$ cat config.mk
export PLATFORM = sky130hd
export DESIGN_NAME = fetch_unit_flat
export DESIGN_NICKNAME = d
export VERILOG_FILES = /design/src/rtl/fetch_if.sv /design/src/rtl/fetch_unit.sv /design/src/flat_wrapper.sv
export SDC_FILE = /design/constraint.sdc
export NUM_CORES = 1
export LEC_CHECK = 0
export BUFFER_PORTS_ARGS = -buffer_cell sky130_fd_sc_hd__buf_2
export CAP_MARGIN = 20
export CORE_MARGIN = 4
export CORE_UTILIZATION = 27
export DETAILED_ROUTE_END_ITERATION = 10
export PLACE_DENSITY_LB_ADDON = 0.25
export SKIP_CTS_REPAIR_TIMING = 1
export SYNTH_ARGS = -nofsm -noshare
export SYNTH_HDL_FRONTEND = slang
export SYNTH_SLANG_ARGS = --single-unit
$ cat constraint.sdc
create_clock -name clk -period 4.3 [get_ports clk]
set_input_delay 0.86 -clock clk [delete_from_list [all_inputs] [get_ports clk]]
set_output_delay 0.86 -clock clk [all_outputs]
set_load 0.005 [all_outputs]
$ cat src/rtl/fetch_if.sv
// Fetch-stage bus: instruction memory read port plus the decode-facing delivery port.
// Decode handshake: instr/instr_pc/pc_plus2 are meaningful while instr_valid=1; stall=1 holds them unchanged into the next cycle.
interface fetch_if;
    logic [15:0] mem_addr;
    logic        mem_en;
    logic [15:0] mem_rdata;
    logic        stall;
    logic        redirect;
    logic [15:0] redirect_pc;
    logic [15:0] instr;
    logic [15:0] instr_pc;
    logic [15:0] pc_plus2;
    logic        instr_valid;
    logic        halted;
    logic        misalign;
    logic [15:0] fetch_count;
    logic        state_dbg;

    modport master (
        output mem_addr, mem_en, instr, instr_pc, pc_plus2, instr_valid,
               halted, misalign, fetch_count, state_dbg,
        input  mem_rdata, stall, redirect, redirect_pc
    );

    modport slave (
        input  mem_addr, mem_en, instr, instr_pc, pc_plus2, instr_valid,
               halted, misalign, fetch_count, state_dbg,
        output mem_rdata, stall, redirect, redirect_pc
    );
endinterface

$ cat src/rtl/fetch_unit.sv
// Instruction fetch: owns the PC, delivers one registered instruction per cycle,
// handles stall, redirect and halt-word detection.
module fetch_unit #(
    parameter logic [15:0] RESET_PC  = 16'h0000,
    parameter logic [15:0] HALT_WORD = 16'h0000
) (
    input logic      clk,
    input logic      rst,
    fetch_if.master  bus
);
    typedef enum logic {S_RUN = 1'b0, S_HALT = 1'b1} state_t;

    state_t      state, state_nxt;
    logic [15:0] pc, pc_nxt;
    logic [15:0] instr_q, instr_nxt;
    logic [15:0] ipc_q, ipc_nxt;
    logic        valid_q, valid_nxt;
    logic        mis_q, mis_nxt;
    logic [15:0] cnt_q, cnt_nxt;
    logic [15:0] cnt_inc;

    assign cnt_inc = (cnt_q == 16'hFFFF) ? cnt_q : cnt_q + 16'd1;

    always_ff @(posedge clk) begin
        if (!rst) begin
            state   <= S_RUN;
            pc      <= RESET_PC;
            instr_q <= 16'h0000;
            ipc_q   <= 16'h0000;
            valid_q <= 1'b0;
            mis_q   <= 1'b0;
            cnt_q   <= 16'h0000;
        end else begin
            state   <= state_nxt;
            pc      <= pc_nxt;
            instr_q <= instr_nxt;
            ipc_q   <= ipc_nxt;
            valid_q <= valid_nxt;
            mis_q   <= mis_nxt;
            cnt_q   <= cnt_nxt;
        end
    end

    always_comb begin
        state_nxt = state;
        pc_nxt    = pc;
        instr_nxt = instr_q;
        ipc_nxt   = ipc_q;
        valid_nxt = valid_q;
        mis_nxt   = mis_q;
        cnt_nxt   = cnt_q;
        case (state)
            S_RUN: begin
                // Redirect outranks stall and also masks a halt word on the bus.
                if (bus.redirect) begin
                    pc_nxt    = {bus.redirect_pc[15:1], 1'b0};
                    valid_nxt = 1'b0;
                    mis_nxt   = mis_q | bus.redirect_pc[0];
                end else if (!bus.stall) begin
                    instr_nxt = bus.mem_rdata;
                    ipc_nxt   = pc;
                    valid_nxt = 1'b1;
                    cnt_nxt   = cnt_inc;
                    if (bus.mem_rdata == HALT_WORD) begin
                        state_nxt = S_HALT;
                    end else begin
                        pc_nxt = pc + 16'd2;
                    end
                end
            end
            S_HALT: begin
                if (!bus.stall) begin
                    valid_nxt = 1'b0;
                end
            end
            default: state_nxt = S_RUN;
        endcase
    end

    assign bus.mem_addr    = pc;
    assign bus.mem_en      = (state == S_RUN) && !bus.stall && !bus.redirect && rst;
    assign bus.instr       = instr_q;
    assign bus.instr_pc    = ipc_q;
    assign bus.pc_plus2    = ipc_q + 16'd2;
    assign bus.instr_valid = valid_q;
    assign bus.halted      = (state == S_HALT);
    assign bus.misalign    = mis_q;
    assign bus.fetch_count = cnt_q;
    assign bus.state_dbg   = state;
endmodule

$ cat src/flat_wrapper.sv
// flat-port wrapper written by rule: the top's interface ports become plain ports
module fetch_unit_flat 
#(
    parameter logic [15:0] RESET_PC  = 16'h0000,
    parameter logic [15:0] HALT_WORD = 16'h0000
)
  (clk, rst, bus_mem_addr, bus_mem_en, bus_instr, bus_instr_pc, bus_pc_plus2, bus_instr_valid, bus_halted, bus_misalign, bus_fetch_count, bus_state_dbg, bus_mem_rdata, bus_stall, bus_redirect, bus_redirect_pc);
  fetch_if bus_i ();
  input logic clk;
  input logic rst;
  output wire logic [$bits(bus_i.mem_addr)-1:0] bus_mem_addr;
  output wire logic [$bits(bus_i.mem_en)-1:0] bus_mem_en;
  output wire logic [$bits(bus_i.instr)-1:0] bus_instr;
  output wire logic [$bits(bus_i.instr_pc)-1:0] bus_instr_pc;
  output wire logic [$bits(bus_i.pc_plus2)-1:0] bus_pc_plus2;
  output wire logic [$bits(bus_i.instr_valid)-1:0] bus_instr_valid;
  output wire logic [$bits(bus_i.halted)-1:0] bus_halted;
  output wire logic [$bits(bus_i.misalign)-1:0] bus_misalign;
  output wire logic [$bits(bus_i.fetch_count)-1:0] bus_fetch_count;
  output wire logic [$bits(bus_i.state_dbg)-1:0] bus_state_dbg;
  input wire logic [$bits(bus_i.mem_rdata)-1:0] bus_mem_rdata;
  input wire logic [$bits(bus_i.stall)-1:0] bus_stall;
  input wire logic [$bits(bus_i.redirect)-1:0] bus_redirect;
  input wire logic [$bits(bus_i.redirect_pc)-1:0] bus_redirect_pc;
  assign bus_mem_addr = bus_i.mem_addr;
  assign bus_mem_en = bus_i.mem_en;
  assign bus_instr = bus_i.instr;
  assign bus_instr_pc = bus_i.instr_pc;
  assign bus_pc_plus2 = bus_i.pc_plus2;
  assign bus_instr_valid = bus_i.instr_valid;
  assign bus_halted = bus_i.halted;
  assign bus_misalign = bus_i.misalign;
  assign bus_fetch_count = bus_i.fetch_count;
  assign bus_state_dbg = bus_i.state_dbg;
  assign bus_i.mem_rdata = bus_mem_rdata;
  assign bus_i.stall = bus_stall;
  assign bus_i.redirect = bus_redirect;
  assign bus_i.redirect_pc = bus_redirect_pc;
  fetch_unit #(.RESET_PC(RESET_PC), .HALT_WORD(HALT_WORD)) u_core (.clk(clk), .rst(rst), .bus(bus_i));
endmodule
* Word level (Yosys, flattened, before mapping)
Index checks and enable logic that the tools add are counted.
Widths: inputs -> output; s select.
** Word-level totals
- Register bits after elaboration :: 67
- Bits in latches :: 0
- Bits in writable memories :: 0
- ROM bits :: 0
- Input port bits :: 36
- Output and inout port bits :: 85
- Word-level logic and storage cells :: 42
- Memories :: 0
** Operators by class
- Add/subtract/negate cells :: 3
- Multipliers :: 0
- Div/mod/pow operators :: 0
- Magnitude comparators :: 0
- Equality and inequality tests :: 5
- Shifts and indexed selects :: 0
- Multiplexer cells :: 11
- Bitwise gates (word level) :: 5
- Reductions and logical operators :: 11
** Operators by type and width (count)
- $mux 16 :: 3
- $add 16x2->16 const B :: 2
- $add 16x1->16 const B :: 1
- $eq 16x16->1 const B :: 1
- $logic_not 16->1 :: 1
- $mux 1 :: 7
- $reduce_and 3->1 :: 2
- $ne 2x2->1 const B :: 2
- $not 1->1 :: 4
- $reduce_and 2->1 :: 2
- $reduce_and 4->1 :: 1
- $logic_and 1x1->1 :: 3
- $ne 3x3->1 const B :: 1
- $logic_not 1->1 :: 2
- $ne 2x1->1 const B :: 1
- $pmux 1 s2 :: 1
- $or 1x1->1 :: 1

* Depth between registers and ports, before layout
Gate-level depths: netlist of the first run.
- Word-level depth :: 5
- Mapped depth :: 7
- Gate-level depth less buffers :: 6

* Least setup slack after synthesis of the first run
No wires, ideal clock.
- Path kind :: input port to output port
- Start point :: input bus_redirect
- End point :: output bus_mem_en
- Arrival time :: 1.832 ns
- Setup slack :: 1.608 ns
- Cell stages on the path :: 5
- Cell sequence :: buf_6 -> or3_4 -> buf_2 -> clkbuf_1 -> nor2_1
** On the way
- Word-level cells in the longest chain between the ends :: 3
** RTL lines
- start, declared :: RTL line flat_wrapper.sv:23 : input wire logic [$bits(bus_i.redirect)-1:0] bus_redirect;
- $logic_not 1->1 :: RTL line fetch_unit.sv:81 : assign bus.mem_en = (state == S_RUN) && !bus.stall && !bus.redirect && rst;
- $logic_and 1x1->1 (2 in a row) :: RTL line fetch_unit.sv:81
- end, declared :: RTL line flat_wrapper.sv:12 : output wire logic [$bits(bus_i.mem_en)-1:0] bus_mem_en;
Every way passes these cells.

* Worst setup path in the final report of the first run
Same ends and word-level chain as after synthesis.

==> flow_metrics.tcl, run 1 <==
set metrics [dict create \
    status "finished clean" \
    rows 39 \
    core_region_area_um2 11500 \
    synth-main-ff-cell "dfxtp_1" \
    gr-total-overflow 0 \
    cts_tree "built" \
    dr.first_iter.drc_count 173 \
    synth_edf_count 0 \
    fp.dieH_um 117 \
    synth_cell_types 49 \
    swShare_pct 22.8 \
    combinationalPowerShare_pct 8.8 \
    r2r-start "u_core.bus.halted$_SDFF_PN0_" \
    avgViaCountPerCell 4.83 \
    grt_max_degree 65 \
    synth_seq_cells 65 \
    cp_common_cell "buf_2" \
    io_buffers 117 \
    cp-startpoint "bus_redirect" \
    grt_pass1_vias 3033 \
    internal_power_w 0.00119 \
    worst_slew_pin_slew_ns 0.759 \
    path_class "in -> out" \
    rsz0062_at_grt "no" \
    nets 558 \
    drive_gt1_share_pct 27.7 \
    start_kind "primary input" \
    crit_chain "buf_2 -> or3_4 -> nor2_1 -> buf_2" \
    root_buffer "clkbuf_16" \
    antenna_left 0 \
    cp_slowest_cell "or3_4" \
    numClockSinks 65 \
    first_pass_iters 4 \
    syn_area_per_cell_um2 7.74 \
    drv_slew 0 \
    crit_cells 4 \
    wl_per_cell_um 14.2 \
    fmax_mhz 318 \
    synthArstFlopShare_pct 0 \
    power.share.clock_pct 48.9 \
    required_ns 3.44 \
    finalSetupViolCount 0 \
    antenna_found_initial 0 \
    holdWs_ns 0.453 \
    cts_buffers 9 \
    vdd_drop_max_uv 134 \
    ios 121 \
    cap_violations 0 \
    syn2layout_area_growth_pct 29.6 \
    r2r_slack_ns 2.16 \
    track_usage_pct 13.9 \
    synth_warnings 0 \
    reg2reg_to "u_core.bus.mem_addr[10]$_SDFFE_PN0P_" \
    pwr_density_cell_nw_per_um2 370 \
    slowest_delay_ns 0.60 \
    antenna_cells 0 \
    worstSetupEndpointType "output pin" \
    path_max_fanout 47 \
    clk_latency_ns 0.32 \
    finalPower_w 0.00154 \
    p_leak_nw 1.77 \
    clock_skew_ns 0.00674 \
    start_util_pct 27.9 \
    min_period_ns 3.14 \
    die_area_um2 13700 \
    dp.final_hpwl_um 6970 \
    synth-seq-area-share_pct 40.5 \
    syn_inst 415 \
    syn_area_um2 3210 \
    path_clk_slew_ns 0.05 \
    reg2regPathDepth 5 \
    htreeDepth 3 \
    seqPwrFrac_pct 42.3 \
    grt_pass1_wl_um 15000 \
    slew_headroom_pct 49.2 \
    gp_congestion 0.811 \
    drc 0 \
    min_path_type "reg -> reg" \
    arrival_ns 2.28 \
    vias 3223 \
    hold_viol_final 0 \
    fin_tns_setup_ns 0 \
    p_sw_w 0.000352 \
    cts_max_path_buffers 2 \
    critPathTopFamily "buffers and inverters" \
    die_w_um 117 \
    crit_end "bus_mem_en" \
    wirelength_um 9490 \
    fin_crit_sh_pct 73.0 \
    critPathBufInv 2 \
]
through the flow:
step | area [um2] | instances | setup slack (ns) | utilization, %
after floorplan | 3220 | 417 | 1.61 | -
after global placement | 3860 | 651 | 1.15 | 33.5
after detailed placement | 3860 | 651 | 1.14 | 33.5
after CTS | 4160 | 667 | 1.14 | 36.1
after global routing | 4160 | 667 | 1.01 | 36.1
final | 4160 | 667 | 1.16 | 36.1
worst min-delay path by stage:
stage	startpoint	endpoint	slack, ns	cells past startpoint
2_1_floorplan	u_core.bus.instr[0]$_SDFFE_PN0N_	u_core.bus.instr[0]$_SDFFE_PN0N_	0.45	2
3_3_place_gp	u_core.bus.instr[0]$_SDFFE_PN0N_	u_core.bus.instr[0]$_SDFFE_PN0N_	0.45	2
3_5_place_dp	u_core.bus.instr[10]$_SDFFE_PN0N_	u_core.bus.instr[10]$_SDFFE_PN0N_	0.45	2
4_1_cts	u_core.bus.instr[10]$_SDFFE_PN0N_	u_core.bus.instr[10]$_SDFFE_PN0N_	0.46	2
5_1_grt	u_core.bus.instr[3]$_SDFFE_PN0N_	u_core.bus.instr[3]$_SDFFE_PN0N_	0.49	2
6_report	u_core.bus.instr[10]$_SDFFE_PN0N_	u_core.bus.instr[10]$_SDFFE_PN0N_	0.45	2
layout make-up:
type	count	area (um2)
Sequential cell	65	1300
Tap cell	143	179
Multi-Input combinational cell	318	1750
Clock inverter	3	65.1
Timing Repair Buffer	120	608
Clock buffer	13	240
Fill cell	1243	7350
Inverter	5	18.8
layer usage:
metal,track usage (%),vias to the layer above,wire length [um]
met5,0,-,0
met4,6.04,0,150
met3,2.98,11,548
met2,21.3,98,4360
met1,18.9,1482,4430
li1,-,1632,-
power groups by stage:
stage	logic (W)	registers (W)	clock network (W)
2_1_floorplan	0.0000810	0.000659	0
3_3_place_gp	0.000135	0.000664	0
3_5_place_dp	0.000137	0.000665	0
4_1_cts	0.000137	0.000652	0.000776
5_1_grt	0.000154	0.000656	0.000802
6_report	0.000135	0.000652	0.000754
registers in the layout, summed over array words and instances, names as in the netlist:
name                    count
u_core.bus.halted           1
u_core.bus.instr_pc        15
u_core.bus.fetch_count     16
u_core.bus.mem_addr        15
u_core.bus.instr_valid      1
u_core.bus.misalign         1
u_core.bus.instr           16
worst min-delay path, cell delays in order (launching register included):
cell	delay, ns
dfxtp_1	0.30
nand2_1	0.05
a21oi_1	0.05
kinds of logic (layout without fill, tap and decap cells):
kind of cell	count (synthesis)	in the layout	synth area share, %
flops	65	65	40.5
fa+ha+maj	3	3	1.17
xor+xnor	27	27	7.36
other cells	1	3	0.117
simple gates	195	195	28.5
compound gates	88	88	16.3
buf+inv	34	141	5.41
mux	2	2	0.623
Yosys cell counts (4+ instances only):
cell type  number  area share (%)
buf_4           5             1.2
xor2_1          6             1.6
nor4_1          6             1.2
a31oi_1         4            0.78
o21ai_0        13             2.0
a21oi_1        49             7.6
dfxtp_1        65              40
nor3_1         11             1.7
xnor2_1        21             5.7
nand3_1        11             1.7
nor4_2          4             1.6
and3_1          7             1.4
inv_1           5            0.58
a22o_1          5             1.4
nor2_1         35             4.1
nand2_1        98              11
clkbuf_1       16             1.9
nand4_1         6             1.2
cells in the final DEF, fill, tap and decap left out, drive strengths merged, types with 7 or more instances in the layout:
| cell | Yosys | layout |
|---|---|---|
| nand2 | 98 | 98 |
| nor2 | 35 | 35 |
| clkbuf | 17 | 13 |
| nor3 | 11 | 11 |
| buf | 12 | 120 |
| dfxtp | 65 | 65 |
| a21oi | 49 | 49 |
| nor4 | 10 | 10 |
| and3 | 7 | 7 |
| xnor2 | 21 | 21 |
| nand3 | 11 | 11 |
| o21ai | 14 | 14 |
(Power assumes the default switching activity.)
==> inputs of run 2 (changes only) <==
clock period = 3 ns   (was 4.3 ns; I/O delays follow)
==> flow_metrics.tcl, run 2 (synthesis results as in run 1) <==
set metrics [dict create \
    status "finished clean" \
    fin_crit_sh_pct 85.8 \
    rows 39 \
    fmax_mhz 388 \
    final_cell_mix "buf_2 (117), nand2_1 (98), dfxtp_1 (65), a21oi_1 (49), nor2_1 (35)" \
    grt_max_degree 65 \
    cts_tree "built" \
    numClockSinks 65 \
    cts_buffers 9 \
    drv_slew 0 \
    antenna_found_initial 0 \
    place_ws_ns 0.460 \
    wirelength_um 9620 \
    dpl_cell_area_um2 3880 \
    fin_area_um2 4160 \
    track_usage_pct 14.2 \
    drive_gt1_share_pct 28.5 \
    setup_slack_ns 0.425 \
    io_buffers 117 \
    vdd_drop_max_uv 189 \
    pwr_density_cell_nw_per_um2 501 \
    start_kind "register" \
    avgViaCountPerCell 4.87 \
    vias 3261 \
    required_ns 2.40 \
    die_area_um2 13700 \
    drc 0 \
    htreeDepth 3 \
    ios 121 \
    hold_viol_final 0 \
    gr-total-overflow 0 \
    fin_tns_setup_ns 0 \
    fin_cells 670 \
    first_pass_iters 4 \
    cts_max_path_buffers 2 \
    grt_pass1_vias 3068 \
    wl_per_cell_um 14.4 \
    die_w_um 117 \
    gp_congestion 0.772 \
    clk_latency_ns 0.32 \
    root_buffer "clkbuf_16" \
    p_leak_nw 1.78 \
    min_from "u_core.bus.instr[1]$_SDFFE_PN0N_" \
    cp-startpoint "u_core.bus.instr_pc[1]$_SDFFE_PN0N_" \
    cap_violations 0 \
    core_region_area_um2 11500 \
    slew_headroom_pct 52.9 \
    placed_cells 654 \
    min_period_ns 2.58 \
    dr.first_iter.drc_count 143 \
    path_clk_slew_ns 0.05 \
    finalSetupViolCount 0 \
    syn2layout_area_growth_pct 29.3 \
    arrival_ns 1.98 \
    fp.dieH_um 117 \
    r2r-start "u_core.bus.halted$_SDFF_PN0_" \
    min_path_type "reg -> reg" \
    rsz0062_at_grt "no" \
    dp.final_hpwl_um 7110 \
    holdWs_ns 0.455 \
    grt_pass1_wl_um 15300 \
    worst_slew_pin_slew_ns 0.707 \
    antenna_cells 0 \
    path_class "reg -> out" \
    start_util_pct 27.9 \
    clock_skew_ns 0.00530 \
    worstSetupEndpointType "output pin" \
    antenna_left 0 \
    layout_commonest_cell "buf_2" \
    nets 561 \
    path_max_fanout 6 \
]
-- run 2: cell count changes in the layout (fill, tap and decap cells not counted), sizes merged --
cell	delta
buf	+3
bufinv	-2
clkinv	+2
-- run 2: worst paths after layout --
check / cells past startpoint / endpoint / slack (ns)
max: 6 / bus_pc_plus2[15] / 0.42
min: 2 / u_core.bus.instr[1]$_SDFFE_PN0N_ / 0.45
max reg2reg: 5 / u_core.bus.mem_addr[10]$_SDFFE_PN0P_ / 0.97
min reg2reg: 2 / u_core.bus.instr[1]$_SDFFE_PN0N_ / 0.45
-- run 2: power breakdown --
group,internal [W],switching [W]
Combinational,0.0000857,0.000112
Clock,0.000599,0.000351
Sequential,0.000896,0.0000397
Total,0.00158,0.000503
-- run 2: cell type report --
class / instances / area, um2
Clock buffer: 13 / 260
Clock inverter: 3 / 15.0
Fill cell: 1229 / 7360
Inverter: 5 / 18.8
Multi-Input combinational cell: 318 / 1750
Sequential cell: 65 / 1300
Tap cell: 143 / 179
Timing Repair Buffer: 123 / 631
-- run 2: routing by layer --
metal / share of wire, % / up-vias / wire, um / track usage [%]
li1: - / 1637 / - / -
met4: 1.2 / 0 / 112 / 3.98
met3: 5.8 / 8 / 558 / 3.75
met1: 48 / 1530 / 4570 / 19.2
met2: 46 / 86 / 4380 / 22.3
met5: 0 / - / 0 / 0
-- run 2: through the flow --
stage          total power, W  util (%)
2_1_floorplan         0.00106         -
3_3_place_gp          0.00115      33.7
3_5_place_dp          0.00115      33.7
4_1_cts               0.00212      36.1
5_1_grt               0.00219      36.1
6_report              0.00208      36.1
-- run 2: critical path: stages, from the launching register on --
cell	delay (ns)
dfxtp_1	0.42
ha_1	0.22
nand3_1	0.26
nor2_1	0.34
nand4_1	0.15
xnor2_1	0.14
buf_2	0.13
